===== config.mk =====
export PLATFORM = sky130hd
export DESIGN_NAME = sort_unloader
export DESIGN_NICKNAME = d
export VERILOG_FILES = /design/src/rtl/sort_pkg.sv /design/src/rtl/sort_order_chk.sv /design/src/rtl/sort_unloader.sv
export SDC_FILE = /design/constraint.sdc
export NUM_CORES = 1
export LEC_CHECK = 0
export CAP_MARGIN = 20
export CORE_MARGIN = 1
export CORE_UTILIZATION = 49
export CTS_CLUSTER_DIAMETER = 30
export DETAILED_ROUTE_END_ITERATION = 7
export PLACE_DENSITY_LB_ADDON = 0.08
export SKIP_CTS_REPAIR_TIMING = 1
export SLEW_MARGIN = 5
export SYNTH_ARGS = -nofsm -noshare
export SYNTH_HDL_FRONTEND = slang
export SYNTH_SLANG_ARGS = --single-unit
export TNS_END_PERCENT = 10

===== constraint.sdc =====
create_clock -name clk -period 2.4 [get_ports clk]
set_input_delay 0.24 -clock clk [delete_from_list [all_inputs] [get_ports clk]]
set_output_delay 0.24 -clock clk [all_outputs]
set_load 0.02 [all_outputs]

===== src/rtl/sort_pkg.sv =====
// ============================================================================
// Module  : sort_pkg
// Brief   : Constants, element type and unloader state encoding shared by the
//           8-lane bubble sorter and its result unloader.
// Revision: 1.0
// ============================================================================
`default_nettype none

package sort_pkg;
    localparam int DATA_W = 4;
    localparam int N      = 8;
    localparam int IDX_W  = $clog2(N);

    typedef logic [DATA_W-1:0] elem_t;

    typedef enum logic [0:0] {
        IDLE   = 1'b0,
        STREAM = 1'b1
    } unload_state_t;
endpackage

`default_nettype wire


===== src/rtl/sort_order_chk.sv =====
// ============================================================================
// Module  : sort_order_chk
// Brief   : Sticky monotonic-order checker on the unloader's transferred beats.
// Revision: 1.0
// ============================================================================
`default_nettype none

module sort_order_chk
    import sort_pkg::*;
#(
    parameter int DATA_W = sort_pkg::DATA_W,
    parameter int IDX_W  = sort_pkg::IDX_W
) (
    input  logic              clk,
    input  logic              rst,
    input  logic              clear,
    input  logic              xfer,
    input  logic [DATA_W-1:0] data,
    input  logic [IDX_W-1:0]  index,
    output logic              err_order
);

    logic [DATA_W-1:0] prev_q, prev_d;
    logic              err_q, err_d;

    always_comb begin
        prev_d = prev_q;
        err_d  = err_q;
        if (xfer) begin
            prev_d = data;
            if ((index != '0) && (data < prev_q)) begin
                err_d = 1'b1;
            end
        end
        // A fresh capture starts a new result, so it wins over a late violation.
        if (clear) begin
            err_d = 1'b0;
        end
    end

    always_ff @(posedge clk) begin
        if (rst) begin
            prev_q <= '0;
            err_q  <= 1'b0;
        end else begin
            prev_q <= prev_d;
            err_q  <= err_d;
        end
    end

    assign err_order = err_q;

endmodule

`default_nettype wire


===== src/rtl/sort_unloader.sv =====
// ============================================================================
// Module  : sort_unloader
// Brief   : Captures the 8 sorted lanes on done and streams them out lane 0
//           first over valid/ready. Optional order checker enabled by the
//           macro SORT_UNLOADER_ORDER_CHECK_EN.
// Revision: 1.0
// ============================================================================
`default_nettype none

module sort_unloader
    import sort_pkg::*;
#(
    parameter int DATA_W = sort_pkg::DATA_W,
    parameter int N      = sort_pkg::N,
    parameter int IDX_W  = sort_pkg::IDX_W
) (
    input  logic                clk,
    input  logic                rst,
    input  logic                done,
    input  logic [N*DATA_W-1:0] sort_bus,
    output logic                m_valid,
    input  logic                m_ready,
    output logic [DATA_W-1:0]   m_data,
    output logic [IDX_W-1:0]    m_index,
    output logic                m_last,
    output logic                busy,
    output logic                drop,
    output logic                err_order
);

    typedef logic [N-1:0][DATA_W-1:0] buf_t;

    localparam logic [IDX_W-1:0] LAST_IDX = IDX_W'(N - 1);

    unload_state_t     state_q, state_d;
    logic [IDX_W-1:0]  idx_q, idx_d;
    buf_t              buf_q, buf_d;
    logic              m_valid_q, m_valid_d;
    logic [DATA_W-1:0] m_data_q, m_data_d;
    logic [IDX_W-1:0]  m_index_q, m_index_d;
    logic              m_last_q, m_last_d;
    logic              drop_q, drop_d;
    logic              capture;
    logic              xfer;

    always_comb begin
        state_d = state_q;
        idx_d   = idx_q;
        buf_d   = buf_q;
        capture = 1'b0;
        drop_d  = 1'b0;
        xfer    = m_valid_q && m_ready;

        case (state_q)
            IDLE: begin
                capture = done;
            end
            STREAM: begin
                if (xfer && (idx_q == LAST_IDX)) begin
                    // done on the final beat chains the next result with no bubble
                    if (done) begin
                        capture = 1'b1;
                    end else begin
                        state_d = IDLE;
                        idx_d   = '0;
                    end
                end else begin
                    if (xfer) begin
                        idx_d = idx_q + 1'b1;
                    end
                    drop_d = done;
                end
            end
            default: state_d = IDLE;
        endcase

        if (capture) begin
            buf_d   = buf_t'(sort_bus);
            idx_d   = '0;
            state_d = STREAM;
        end

        // Outputs are computed from next-state so every port comes from a flop.
        m_valid_d = (state_d == STREAM);
        m_index_d = m_valid_d ? idx_d : '0;
        m_data_d  = m_valid_d ? buf_d[idx_d] : '0;
        m_last_d  = m_valid_d && (idx_d == LAST_IDX);
    end

    always_ff @(posedge clk) begin
        if (rst) begin
            state_q   <= IDLE;
            idx_q     <= '0;
            buf_q     <= '0;
            m_valid_q <= 1'b0;
            m_data_q  <= '0;
            m_index_q <= '0;
            m_last_q  <= 1'b0;
            drop_q    <= 1'b0;
        end else begin
            state_q   <= state_d;
            idx_q     <= idx_d;
            buf_q     <= buf_d;
            m_valid_q <= m_valid_d;
            m_data_q  <= m_data_d;
            m_index_q <= m_index_d;
            m_last_q  <= m_last_d;
            drop_q    <= drop_d;
        end
    end

    assign m_valid = m_valid_q;
    assign m_data  = m_data_q;
    assign m_index = m_index_q;
    assign m_last  = m_last_q;
    assign busy    = (state_q == STREAM);
    assign drop    = drop_q;

`ifdef SORT_UNLOADER_ORDER_CHECK_EN
    sort_order_chk #(
        .DATA_W (DATA_W),
        .IDX_W  (IDX_W)
    ) u_order_chk (
        .clk       (clk),
        .rst       (rst),
        .clear     (capture),
        .xfer      (xfer),
        .data      (m_data_q),
        .index     (m_index_q),
        .err_order (err_order)
    );
`else
    assign err_order = 1'b0;
`endif

endmodule

`default_nettype wire


== Word-level counts from Yosys, hierarchy flattened ==
Index checks and enable logic that the tools add are counted.
Widths: inputs -> output; s select.

* Add/sub/neg operators: 1
* Magnitude comparators: 1
* Eq/ne operators: 2
* Muxes and demuxes: 14
* Bitwise operators: 2
* Reduce and logical (&&, ||, !) cells: 5

{| class="wikitable"
|+ Operators by type and width
! operator !! count
|-
| $mux 32 || 1
|-
| $mux 3 || 5
|-
| $bmux 4 s3 || 1
|-
| $eq 3x3->1 const B || 2
|-
| $mux 1 || 5
|-
| $lt 3x4->1 const B || 1
|-
| $mux 4 || 1
|-
| $add 3x1->3 const B || 1
|-
| $logic_and 1x1->1 || 3
|-
| $reduce_or 3->1 || 1
|-
| $not 1->1 || 2
|-
| $pmux 1 s2 || 1
|-
| $reduce_or 2->1 || 1
|}

* Register bits after elaboration: 45
* Bits of input ports: 36
* Output and inout port bits: 12
* Word-level logic and storage cells: 39

== Longest topological paths before layout ==
* Word-level depth: 7
* Mapped depth: 9
* Mapped depth without buffers: 8

== Least setup slack after synthesis ==
Ideal clock, no wire load.

* Kind: flip-flop to flip-flop
* Start: reg idx_q[0]
* End: reg m_data_q[3], in the netlist m_data[3]
* Library setup time: 0.127 ns
* Arrival: 1.861 ns
* Required time: 2.273 ns
* Path slack: 0.412 ns
* Stages on the path, launching flop included: 10
* Path buffers: 2
* Period minus slack after synthesis: 1.988 ns
* Cells stage by stage: dfxtp_1 ha_1 ha_1 and4bb_4 a211o_4 buf_6 buf_2 a211oi_1 a211o_1 o211ai_2

* Word-level cells in the longest chain between the ends: 7
* Elaborated cells on any way between the ends: 18
* Classes of those cells: add/sub: 1; eq/ne: 1; mux: 13; bitwise: 1; reduce/logical: 2

{| class="wikitable"
|+ Ends and longest elaborated chain
! element !! line !! source
|-
| start, declared || sort_unloader.sv:36 || <nowiki>logic [IDX_W-1:0] idx_q, idx_d;</nowiki>
|-
| start signal, assigned || sort_unloader.sv:102 || <nowiki>idx_q <= idx_d;</nowiki>
|-
| $add 3x1->3 / $eq 3x3->1 (equally long branches) || sort_unloader.sv:69, sort_unloader.sv:59 ||
|-
| $mux 3 / $logic_and 1x1->1 (equally long branches) || sort_unloader.sv:68, sort_unloader.sv:59 ||
|-
| $mux 3 / $mux 1 (equally long branches) || sort_unloader.sv:59 || <nowiki>if (xfer && (idx_q == LAST_IDX)) begin</nowiki>
|-
| $mux 3 (tied with other cells) || sort_unloader.sv:54 || <nowiki>case (state_q)</nowiki>
|-
| $mux 3 (tied with other cells) || sort_unloader.sv:77 || <nowiki>if (capture) begin</nowiki>
|-
| $bmux 4 s3 / $not 1->1 (equally long branches) || n/a ||
|-
| $mux 4 (not written as such) / $reduce_or 2->1 (equally long branches) || n/a ||
|-
| end signal, assigned || sort_unloader.sv:105 || <nowiki>m_data_q <= m_data_d;</nowiki>
|-
| end, declared || sort_unloader.sv:39 || <nowiki>logic [DATA_W-1:0] m_data_q, m_data_d;</nowiki>
|}

Parallel ways exist; a longest one is shown, timed or not. The select of a mux whose other input is x is not followed.
A chain may end at the register's enable or synchronous reset.

== Final worst setup path ==
* Start: reg idx_q[0]
* End: reg m_data_q[2], in the netlist m_data[2]

The elaborated chain is that of the path after synthesis.

==> reports/metrics.cfg <==
[status]
status=completed

[place]
place.gp.congestion=0.8000
dp_hpwl_mm=3.122
numPortBuffers=46

[synth]
synthTopCellsByCount=dfxtp_1 (45), nor2_1 (33), mux2i_1 (24)
synth_area_um2=1986
synth_cells=188
yosysTopAreaCellShare=0.4537
synth_top_area_cell=dfxtp_1
synth_ff_type=dfxtp_1
synth_edf_count=0
async_flop_share=0
syn_area_per_cell_um2=10.56
ys_ff_latch=45
synth_area_leaders=dfxtp_1 (45%), mux2i_1 (12%), nor2_1 (6.2%)
synth_nets=226
ys_types=37
synth.most_common_cell=dfxtp_1
yosysWarnings=0
synth-seq-area-share=0.4537

[critical_path]
cp-end-kind=flop
worstPathArrival_ns=2.46
cpPeakStageDelay_ns=0.36
slowest_stage=dfxtp_1
crit_type=flop to flop
worstPathRequired_ns=2.58
cp_cell_sequence=ha_1 > ha_1 > a21bo_4 > nand2_8 > buf_4 > mux2i_1 > a211o_1 > o211ai_2
critPathMostFrequentCell=ha_1
critPathMaxFanout=22
crit_path_start_kind=flop

[clock_tree]
tritoncts=built
clock_path_buffers=2
htreeDepth=2
path_clk_slew_ns=0.09
cts.sinks=45
cts_root_buffer=clkbuf_8
insertion_delay_ns=0.30
numCtsBuffers=5

[route]
drt_iter0_drc=149
remaining_drc_errors=0
first_pass_iters=4
ant_nets=0
vias=1591
routedWlPerCell_um=15.54
drt-total-wl_mm=4.381
drt-vias-per-instance=5.642

[die]
core_area_um2=3771
die_h_um=65.66
ios=48
rows=22
start_util=0.5265
die-area_um2=4311
chipWidth_um=65.66

[pwr]
peakVddDrop_v=0.0004040
power_density_nw_per_um2=614.8
leakage_nw=1.126

[sta]
slew_violations=0
rsz0062_at_grt=no
setup_tns_ns=0
fmax_mhz=438.1
hold_violations=0
setup_violations=0
min_period_ns=2.282
fin_crit_sh=0.9510
timing.hold.ws_ns=0.4955
finClkSkew_ns=0.007412

[finish]
num_antenna_cells=0
layout-drive-gt1-share=0.1282
final_nets=271
area_growth_pct=29.17

[worst_hold_path]
hold_class=flop to flop

[global_routing]
grt.overflow.total=0
grt_pass1_wl_mm=7.079
track_usage=0.2245
grt_max_degree=37
grt_pass1_vias=1490
antenna_found_initial=0

[flow_run]
drv_cap=0

[registers in the layout, indices dropped and copies added, names as in the netlist]
register / cells
m_last: 1
m_data: 4
idx_q: 3
drop: 1
buf_q: 32
m_valid: 1
m_index: 3
[kinds of logic (layout without fill, tap and decap cells)]
logic type,after synthesis,in the layout,synth area share
AO/OA/AOI/OAI,36,36,0.1519
buffers and inverters,17,63,0.05355
adder cells (fa/ha/maj),2,2,0.01260
flip-flops,45,45,0.4537
AND/OR/NAND/NOR,59,59,0.1601
other,1,1,0.001889
multiplexers,28,28,0.1664
[final timing paths]
path	slack, ns	cells past startpoint	endpoint	from
worst max-delay path	0.12	8	m_data[2]	idx_q[0]
worst min-delay path	0.50	2	buf_q[9]	buf_q[9]
worst min register to register	0.50	2	buf_q[9]	buf_q[9]
worst max register to register	0.12	8	m_data[2]	idx_q[0]
[cell type report]
type,count,area (µm²)
Clock buffer,6,82.58
Clock inverter,2,13.76
Fill cell,291,1206
Inverter,2,7.507
Multi-Input combinational cell,126,987.2
Sequential cell,45,900.9
Tap cell,48,60.06
Timing Repair Buffer,53,513.0
[routing by layer]
layer  GRT usage  part of all wire  vias to the layer above
met1      0.2856              0.46                      759
met4      0.1359             0.031                        0
met3     0.06424             0.053                       13
met2      0.3329              0.46                       58
met5           0                 0                        -
li1            -                 -                      761
[placed cells by master, fill, tap and decap left out, types with 2 or more instances in the layout]
| cell type | netlist | routed |
|---|---|---|
| mux4_2 | 4 | 4 |
| buf_4 | 3 | 7 |
| o211ai_2 | 4 | 4 |
| nor2b_1 | 3 | 3 |
| a211oi_1 | 8 | 8 |
| and3_1 | 8 | 8 |
| and2_1 | 2 | 2 |
| mux2i_1 | 24 | 24 |
| nor3b_1 | 2 | 2 |
| a211o_1 | 9 | 9 |
| o21a_1 | 2 | 2 |
| ha_1 | 2 | 2 |
| nor2_1 | 33 | 33 |
| clkbuf_8 | 0 | 6 |
| clkdlybuf4s50_1 | 0 | 46 |
| dfxtp_1 | 45 | 45 |
| a21oi_1 | 8 | 8 |
[metrics by stage]
step	area (µm²)	utilization	worst slack [ns]	instances	total power [mW]
2_1_floorplan	1986	-	0.4117	188	0.9922
3_3_place_gp	2460	0.6523	0.1583	274	1.086
3_5_place_dp	2460	0.6523	0.03996	274	1.096
4_1_cts	2556	0.6778	0.04220	282	1.586
5_1_grt	2565	0.6802	0.02887	282	1.651
6_report	2565	0.6802	0.1175	282	1.577
[where the power goes]
group | internal [mW] | switching [mW]
clock | 0.233 | 0.259
sequential | 0.786 | 0.0152
combinational | 0.149 | 0.134
total | 1.17 | 0.409
[critical path: cells and delay by family, from the launching register on]
family,cells,cell delay [ns]
fa+ha+maj,2,0.46
compound gates,3,0.57
simple gates,1,0.20
mux,1,0.30
buf+inv,1,0.26
flops,1,0.36
No activity file was read; power rests on OpenSTA's default activity.
